File: src/rtl/s2p_pkg.sv
// Shared types and default sizing for the MSDAP serial-to-parallel input path.
package s2p_pkg;
    typedef enum logic {IDLE, SHIFT} s2p_state_t;

    localparam int S2P_WIDTH  = 16;
    localparam int S2P_NUM_CH = 2;
endpackage

File: src/rtl/s2p_multi_if.sv
// Serial stream in, parallel word out with valid/ready and sticky status flags.
interface s2p_multi_if #(
    parameter int WIDTH  = s2p_pkg::S2P_WIDTH,
    parameter int NUM_CH = s2p_pkg::S2P_NUM_CH
) ();
    logic                    Frame;
    logic [NUM_CH-1:0]       serial_in;
    logic                    out_ready;
    logic                    clr_flags;
    logic [NUM_CH*WIDTH-1:0] parallel_out;
    logic                    out_valid;
    logic                    busy;
    logic                    overrun;
    logic                    sync_err;

    // master feeds the stream and consumes words; slave is the deserializer
    modport master (
        output Frame, serial_in, out_ready, clr_flags,
        input  parallel_out, out_valid, busy, overrun, sync_err
    );
    modport slave (
        input  Frame, serial_in, out_ready, clr_flags,
        output parallel_out, out_valid, busy, overrun, sync_err
    );
endinterface

File: src/rtl/s2p_lane.sv
// One-channel shift register; word presents the value including the bit sampled this edge.
module s2p_lane #(
    parameter int WIDTH     = 16,
    parameter bit LSB_FIRST = 1'b0
) (
    input  logic             clk,
    input  logic             rst,
    input  logic             shift_en,
    input  logic             sample,
    output logic [WIDTH-1:0] word
);
    logic [WIDTH-1:0] sr_reg;
    logic [WIDTH-1:0] sr_next;

    always_comb begin
        sr_next = sr_reg;
        if (LSB_FIRST)
            sr_next = {sample, sr_reg[WIDTH-1:1]};
        else
            sr_next = {sr_reg[WIDTH-2:0], sample};
    end

    always_ff @(negedge clk or posedge rst) begin
        if (rst)
            sr_reg <= '0;
        else if (shift_en)
            sr_reg <= sr_next;
    end

    assign word = sr_next;
endmodule

File: src/rtl/s2p_multi.sv
// Multi-channel deserializer: Frame-aligned word capture, output register, handshake and flags.
module s2p_multi
    import s2p_pkg::*;
#(
    parameter int WIDTH      = S2P_WIDTH,
    parameter int NUM_CH     = S2P_NUM_CH,
    parameter bit LSB_FIRST  = 1'b0,
    parameter bit CONTINUOUS = 1'b0
) (
    input  logic        DCLK,
    input  logic        clear,
    s2p_multi_if.slave  bus
);
    localparam int            CW   = $clog2(WIDTH);
    localparam logic [CW-1:0] LAST = CW'(WIDTH - 1);

    s2p_state_t              state_reg, state_next;
    logic [CW-1:0]           cnt_reg, cnt_next;
    logic [NUM_CH*WIDTH-1:0] pout_reg, pout_next;
    logic                    valid_reg, valid_next;
    logic                    overrun_reg, overrun_next;
    logic                    sync_err_reg, sync_err_next;
    logic [NUM_CH*WIDTH-1:0] word_all;
    logic                    shift_en;
    logic                    complete;
    logic                    resync;

    for (genvar gi = 0; gi < NUM_CH; gi++) begin : g_lane
        s2p_lane #(
            .WIDTH     (WIDTH),
            .LSB_FIRST (LSB_FIRST)
        ) u_lane (
            .clk      (DCLK),
            .rst      (clear),
            .shift_en (shift_en),
            .sample   (bus.serial_in[gi]),
            .word     (word_all[gi*WIDTH +: WIDTH])
        );
    end

    always_comb begin
        state_next = state_reg;
        cnt_next   = cnt_reg;
        shift_en   = 1'b0;
        complete   = 1'b0;
        resync     = 1'b0;
        case (state_reg)
            IDLE: begin
                if (bus.Frame) begin
                    shift_en   = 1'b1;
                    cnt_next   = CW'(1);
                    state_next = SHIFT;
                end
            end
            SHIFT: begin
                shift_en = 1'b1;
                // A Frame at cnt==0 is a legal back-to-back boundary, not a resync
                if (bus.Frame && cnt_reg != '0) begin
                    resync   = 1'b1;
                    cnt_next = CW'(1);
                end else if (cnt_reg == LAST) begin
                    complete   = 1'b1;
                    cnt_next   = '0;
                    state_next = CONTINUOUS ? SHIFT : IDLE;
                end else begin
                    cnt_next = cnt_reg + CW'(1);
                end
            end
            default: state_next = IDLE;
        endcase
    end

    always_comb begin
        pout_next  = pout_reg;
        valid_next = valid_reg;
        if (complete) begin
            pout_next  = word_all;
            valid_next = 1'b1;
        end else if (valid_reg && bus.out_ready) begin
            valid_next = 1'b0;
        end
        // Set events take priority over a coincident clear
        if (complete && valid_reg && !bus.out_ready)
            overrun_next = 1'b1;
        else if (bus.clr_flags)
            overrun_next = 1'b0;
        else
            overrun_next = overrun_reg;
        if (resync)
            sync_err_next = 1'b1;
        else if (bus.clr_flags)
            sync_err_next = 1'b0;
        else
            sync_err_next = sync_err_reg;
    end

    always_ff @(negedge DCLK or posedge clear) begin
        if (clear) begin
            state_reg    <= IDLE;
            cnt_reg      <= '0;
            pout_reg     <= '0;
            valid_reg    <= 1'b0;
            overrun_reg  <= 1'b0;
            sync_err_reg <= 1'b0;
        end else begin
            state_reg    <= state_next;
            cnt_reg      <= cnt_next;
            pout_reg     <= pout_next;
            valid_reg    <= valid_next;
            overrun_reg  <= overrun_next;
            sync_err_reg <= sync_err_next;
        end
    end

    assign bus.parallel_out = pout_reg;
    assign bus.out_valid    = valid_reg;
    assign bus.busy         = (state_reg == SHIFT);
    assign bus.overrun      = overrun_reg;
    assign bus.sync_err     = sync_err_reg;
endmodule
File: src/flat_wrapper.sv
// flat-port wrapper written by rule: the top's interface ports become plain ports
module s2p_multi_flat import s2p_pkg::*;
#(
    parameter int WIDTH      = S2P_WIDTH,
    parameter int NUM_CH     = S2P_NUM_CH,
    parameter bit LSB_FIRST  = 1'b0,
    parameter bit CONTINUOUS = 1'b0
)
  (DCLK, clear, bus_Frame, bus_serial_in, bus_out_ready, bus_clr_flags, bus_parallel_out, bus_out_valid, bus_busy, bus_overrun, bus_sync_err);
  s2p_multi_if #(.WIDTH(WIDTH), .NUM_CH(NUM_CH)) bus_i ();
  input  logic DCLK;
  input  logic clear;
  input wire logic [$bits(bus_i.Frame)-1:0] bus_Frame;
  input wire logic [$bits(bus_i.serial_in)-1:0] bus_serial_in;
  input wire logic [$bits(bus_i.out_ready)-1:0] bus_out_ready;
  input wire logic [$bits(bus_i.clr_flags)-1:0] bus_clr_flags;
  output wire logic [$bits(bus_i.parallel_out)-1:0] bus_parallel_out;
  output wire logic [$bits(bus_i.out_valid)-1:0] bus_out_valid;
  output wire logic [$bits(bus_i.busy)-1:0] bus_busy;
  output wire logic [$bits(bus_i.overrun)-1:0] bus_overrun;
  output wire logic [$bits(bus_i.sync_err)-1:0] bus_sync_err;
  assign bus_i.Frame = bus_Frame;
  assign bus_i.serial_in = bus_serial_in;
  assign bus_i.out_ready = bus_out_ready;
  assign bus_i.clr_flags = bus_clr_flags;
  assign bus_parallel_out = bus_i.parallel_out;
  assign bus_out_valid = bus_i.out_valid;
  assign bus_busy = bus_i.busy;
  assign bus_overrun = bus_i.overrun;
  assign bus_sync_err = bus_i.sync_err;
  s2p_multi #(.WIDTH(WIDTH), .NUM_CH(NUM_CH), .LSB_FIRST(LSB_FIRST), .CONTINUOUS(CONTINUOUS)) u_core (.DCLK(DCLK), .clear(clear), .bus(bus_i));
endmodule
File: config.mk
export PLATFORM = sky130hd
export DESIGN_NAME = s2p_multi_flat
export DESIGN_NICKNAME = d
export VERILOG_FILES = /design/src/rtl/s2p_pkg.sv /design/src/rtl/s2p_multi_if.sv /design/src/rtl/s2p_lane.sv /design/src/rtl/s2p_multi.sv /design/src/flat_wrapper.sv
export SDC_FILE = /design/constraint.sdc
export NUM_CORES = 1
export LEC_CHECK = 0
export BUFFER_PORTS_ARGS = -buffer_cell sky130_fd_sc_hd__buf_2
export CAP_MARGIN = 25
export CELL_PAD_IN_SITES_DETAIL_PLACEMENT = 1
export CELL_PAD_IN_SITES_GLOBAL_PLACEMENT = 1
export CORE_UTILIZATION = 46
export DETAILED_ROUTE_END_ITERATION = 16
export PLACE_DENSITY = 0.82
export SKIP_CTS_REPAIR_TIMING = 1
export SLEW_MARGIN = 20
export SYNTH_ARGS = -nofsm -noshare
export SYNTH_HDL_FRONTEND = slang
export SYNTH_SLANG_ARGS = --single-unit
File: constraint.sdc
create_clock -name DCLK -period 2.4 [get_ports DCLK]
set_input_delay 0.48 -clock DCLK [delete_from_list [all_inputs] [get_ports DCLK]]
set_output_delay 0.48 -clock DCLK [all_outputs]
set_load 0.01 [all_outputs]
==> results.md <==
| Parameter | Reported | Unit |
| --- | --- | --- |
| Post-route non-filler standard cell count | 318 | - |
| Worst-case hold slack | 0.449 | ns |
| Mean instance size in the synthesized netlist | 16.1 | um2 |
| Total length of routed wires | 6.10 | mm |
| Dpl cells | 284 | - |
| Area Growth Syn to Fin | 30.9 | % |
| Die Span X | 79.1 | um |
| Pre-CTS setup slack | -0.457 | ns |
| Normalized max-slew margin | 76.4 | % |
| Commonest non-fill, non-tap cell in the layout | sky130_fd_sc_hd__dfrtn_1 | - |
| Critical Path Max Stage Delay | 0.42 | ns |
| Count of boundary I/O pins | 43 | - |
| Post-synth top area share | 64.0 | % |
| Synthesized netlist net count | 179 | - |
| Static leakage | 1.80 | nW |
| NumNets Final | 250 | - |
| Weighted congestion at the end of routability-driven global placement | 0.732 | - |
| Clock tree from TritonCTS | done | - |
| Worst path setup slack after routing | -0.179 | ns |
| Total of warnings raised by yosys | 0 | - |
| Vias after detailed routing | 1651 | - |
| Clock Tree Root | sky130_fd_sc_hd__clkbuf_8 | - |
| Vias in the first global route | 1699 | - |
| Distinct cell type count after synthesis | 25 | - |
| Violations in the final reports | setup timing | - |
| Antenna violations before repair | 0 | - |
| Leading cell types in the layout, fill and taps excluded | sky130_fd_sc_hd__dfrtn_1, sky130_fd_sc_hd__mux2_2, sky130_fd_sc_hd__buf_2 | - |
| Grt total ovfl | 0 | - |
| Number of violations of the max-capacitance limit | 0 | - |
| Number of cells on the worst hold path | 1 | - |
| Maximum fanout encountered on the critical timing path | 2 | - |
| Worst-Skew Late Latency | 0.33 | ns |
| Capturing element type of the critical path | output port | - |
| Initial Util | 48.8 | % |
| Total power divided by cell area | 870 | nW/um2 |
| Post-DP HPWL | 3.47 | mm |
| Depth of the CTS H-tree | 3 | - |
| Type of the worst setup path | flop to output port | - |
| Remaining DRCs | 0 | - |
| Syn Inst Count | 170 | - |
| Final-report hold violation count | 0 | - |
| Worst Tran Pin Value | 0.352 | ns |
| Sequential share of the synthesized area | 64.0 | % |
| Post-synth top area cell | sky130_fd_sc_hd__dfrtn_1 | - |
| Most instantiated flip-flop cell in the synthesis netlist | sky130_fd_sc_hd__dfrtn_1 | - |
| Type of the most critical hold path | flop to flop | - |
| Fin. max-slew vios | 0 | - |
| Number of buffers inserted during clock tree synthesis | 9 | - |
| Placeable core region | 5610 | um2 |
| Startpoint Class | flop | - |
| Wire per inst | 19.2 | um |
| Number of cells on the critical path | 1 | - |
| Unrepaired setup endpoints after global routing | true | - |
| Critical path buffer and inverter count | 1 | - |
| Setup clock skew after layout | 0.00815 | ns |
| Worst reg2reg path depth | 5 | - |
| Total power draw | 3.12 | mW |
| Ratio of cells with drive above 1 in the final layout | 61.8 | % |
| Antenna viol nets, final | 0 | - |
| Pre-Repair DR Iteration Count | 4 | - |
| Global router's overall resource usage | 19.6 | % |
| Async set-reset flop share out of synthesis | 100 | % |
| Data arrival at the endpoint of the critical path | 2.10 | ns |
| Maximum clock insertion buffer count | 2 | - |
| Count of state elements after synthesis | 70 | - |
| Port bufs | 42 | - |
| Netlist area before placement | 2740 | um2 |
| Leading cell types by total area after synthesis | sky130_fd_sc_hd__dfrtn_1, sky130_fd_sc_hd__mux2_2, sky130_fd_sc_hd__mux2_4, sky130_fd_sc_hd__buf_6, sky130_fd_sc_hd__ha_1 | - |
| Die height | 79.1 | um |
| Ant. Diodes | 0 | - |
| CP required | 1.92 | ns |
| Max FFs per register | 32 | - |
| Status | finished with violations | - |
| Peak supply drop | 0.488 | mV |
| DRC violation total after the first TritonRoute iteration | 81 | - |
| Setup violations, final | 37 | - |
| Pin count of the biggest net entering global routing | 32 | - |
| Num Clock Sinks | 70 | - |
| DR vias/cell | 5.19 | - |
| Worst-path cell chain | buf_2 | - |
| Slowest stage cell on the critical path | sky130_fd_sc_hd__dfrtn_1 | - |
| Number of synthesized flops with an enable pin | 0 | - |
| First-pass GRT wire length | 8.99 | mm |
| Die area | 6260 | um2 |
| Total number of placement rows | 27 | - |
| Clock slew at the register clock pins of the worst setup and hold paths | 0.05 | ns |
| Kind of cell adding the most delay to the critical path | flip-flops | - |
[where the power goes]
group,switching [mW],internal [mW]
logic,0.199,0.238
registers,0.100,1.31
clock network,0.445,0.822
[cell usage after synthesis (2+ instances only)]
| master | instances |
|---|---|
| sky130_fd_sc_hd__nand2_1 | 3 |
| sky130_fd_sc_hd__a21oi_1 | 2 |
| sky130_fd_sc_hd__o31ai_1 | 2 |
| sky130_fd_sc_hd__nand2b_1 | 2 |
| sky130_fd_sc_hd__nor2_1 | 2 |
| sky130_fd_sc_hd__dfrtn_1 | 70 |
| sky130_fd_sc_hd__buf_6 | 3 |
| sky130_fd_sc_hd__mux2_4 | 6 |
| sky130_fd_sc_hd__ha_1 | 2 |
| sky130_fd_sc_hd__buf_2 | 4 |
| sky130_fd_sc_hd__inv_1 | 5 |
| sky130_fd_sc_hd__mux2_2 | 56 |
[final cells by class]
class	instances	area (um2)
inverter	5	22.5
clock inverter	6	133
tap	72	90.1
sequential	70	1750
timing repair buffer	67	493
multi-input combinational	88	956
fill	547	2020
clock buffer	10	138
[per-layer routing]
| metal | routed length, um | share of wire, % | vias to the layer above | global-route usage [%] |
|---|---|---|---|---|
| met1 | 2550 | 42 | 865 | 24.3 |
| met2 | 3260 | 53 | 35 | 31.5 |
| li1 | - | - | 744 | - |
| met5 | 0 | 0 | - | 0 |
| met3 | 200 | 3.3 | 7 | 6.32 |
| met4 | 83 | 1.4 | 0 | 8.18 |
[cell families after synthesis]
family | Yosys count | synth area share, %
flops | 70 | 64.0
mux | 62 | 26.3
simple gates | 14 | 3.34
buf+inv | 12 | 2.65
compound gates | 10 | 2.79
fa+ha+maj | 2 | 0.914
[worst paths after layout]
check,end,start,slack [ns]
worst max-delay path,bus_parallel_out[8],u_core.bus.parallel_out[8],-0.18
worst min-delay path,u_core.bus.parallel_out[22],u_core.bus.parallel_out[22],0.45
worst max register to register,u_core.bus.parallel_out[23],u_core.cnt_reg[0],0.57
worst min register to register,u_core.bus.parallel_out[22],u_core.bus.parallel_out[22],0.45
max in group asynchronous,u_core.g_lane[1].u_lane.sr_reg[13],clear,0.73
min in group asynchronous,u_core.bus.parallel_out[21],clear,1.20
[per-stage QoR]
stage / area [um2] / util, % / TNS [ns]
after floorplan: 2790 / - / -18.19
after global placement: 3120 / 55.7 / -21.48
after detailed placement: 3120 / 55.7 / -23.24
after CTS: 3390 / 60.5 / -8.12
after global routing: 3580 / 63.9 / -6.79
final: 3580 / 63.9 / -5.40
Power figures use the tool's default switching activity.
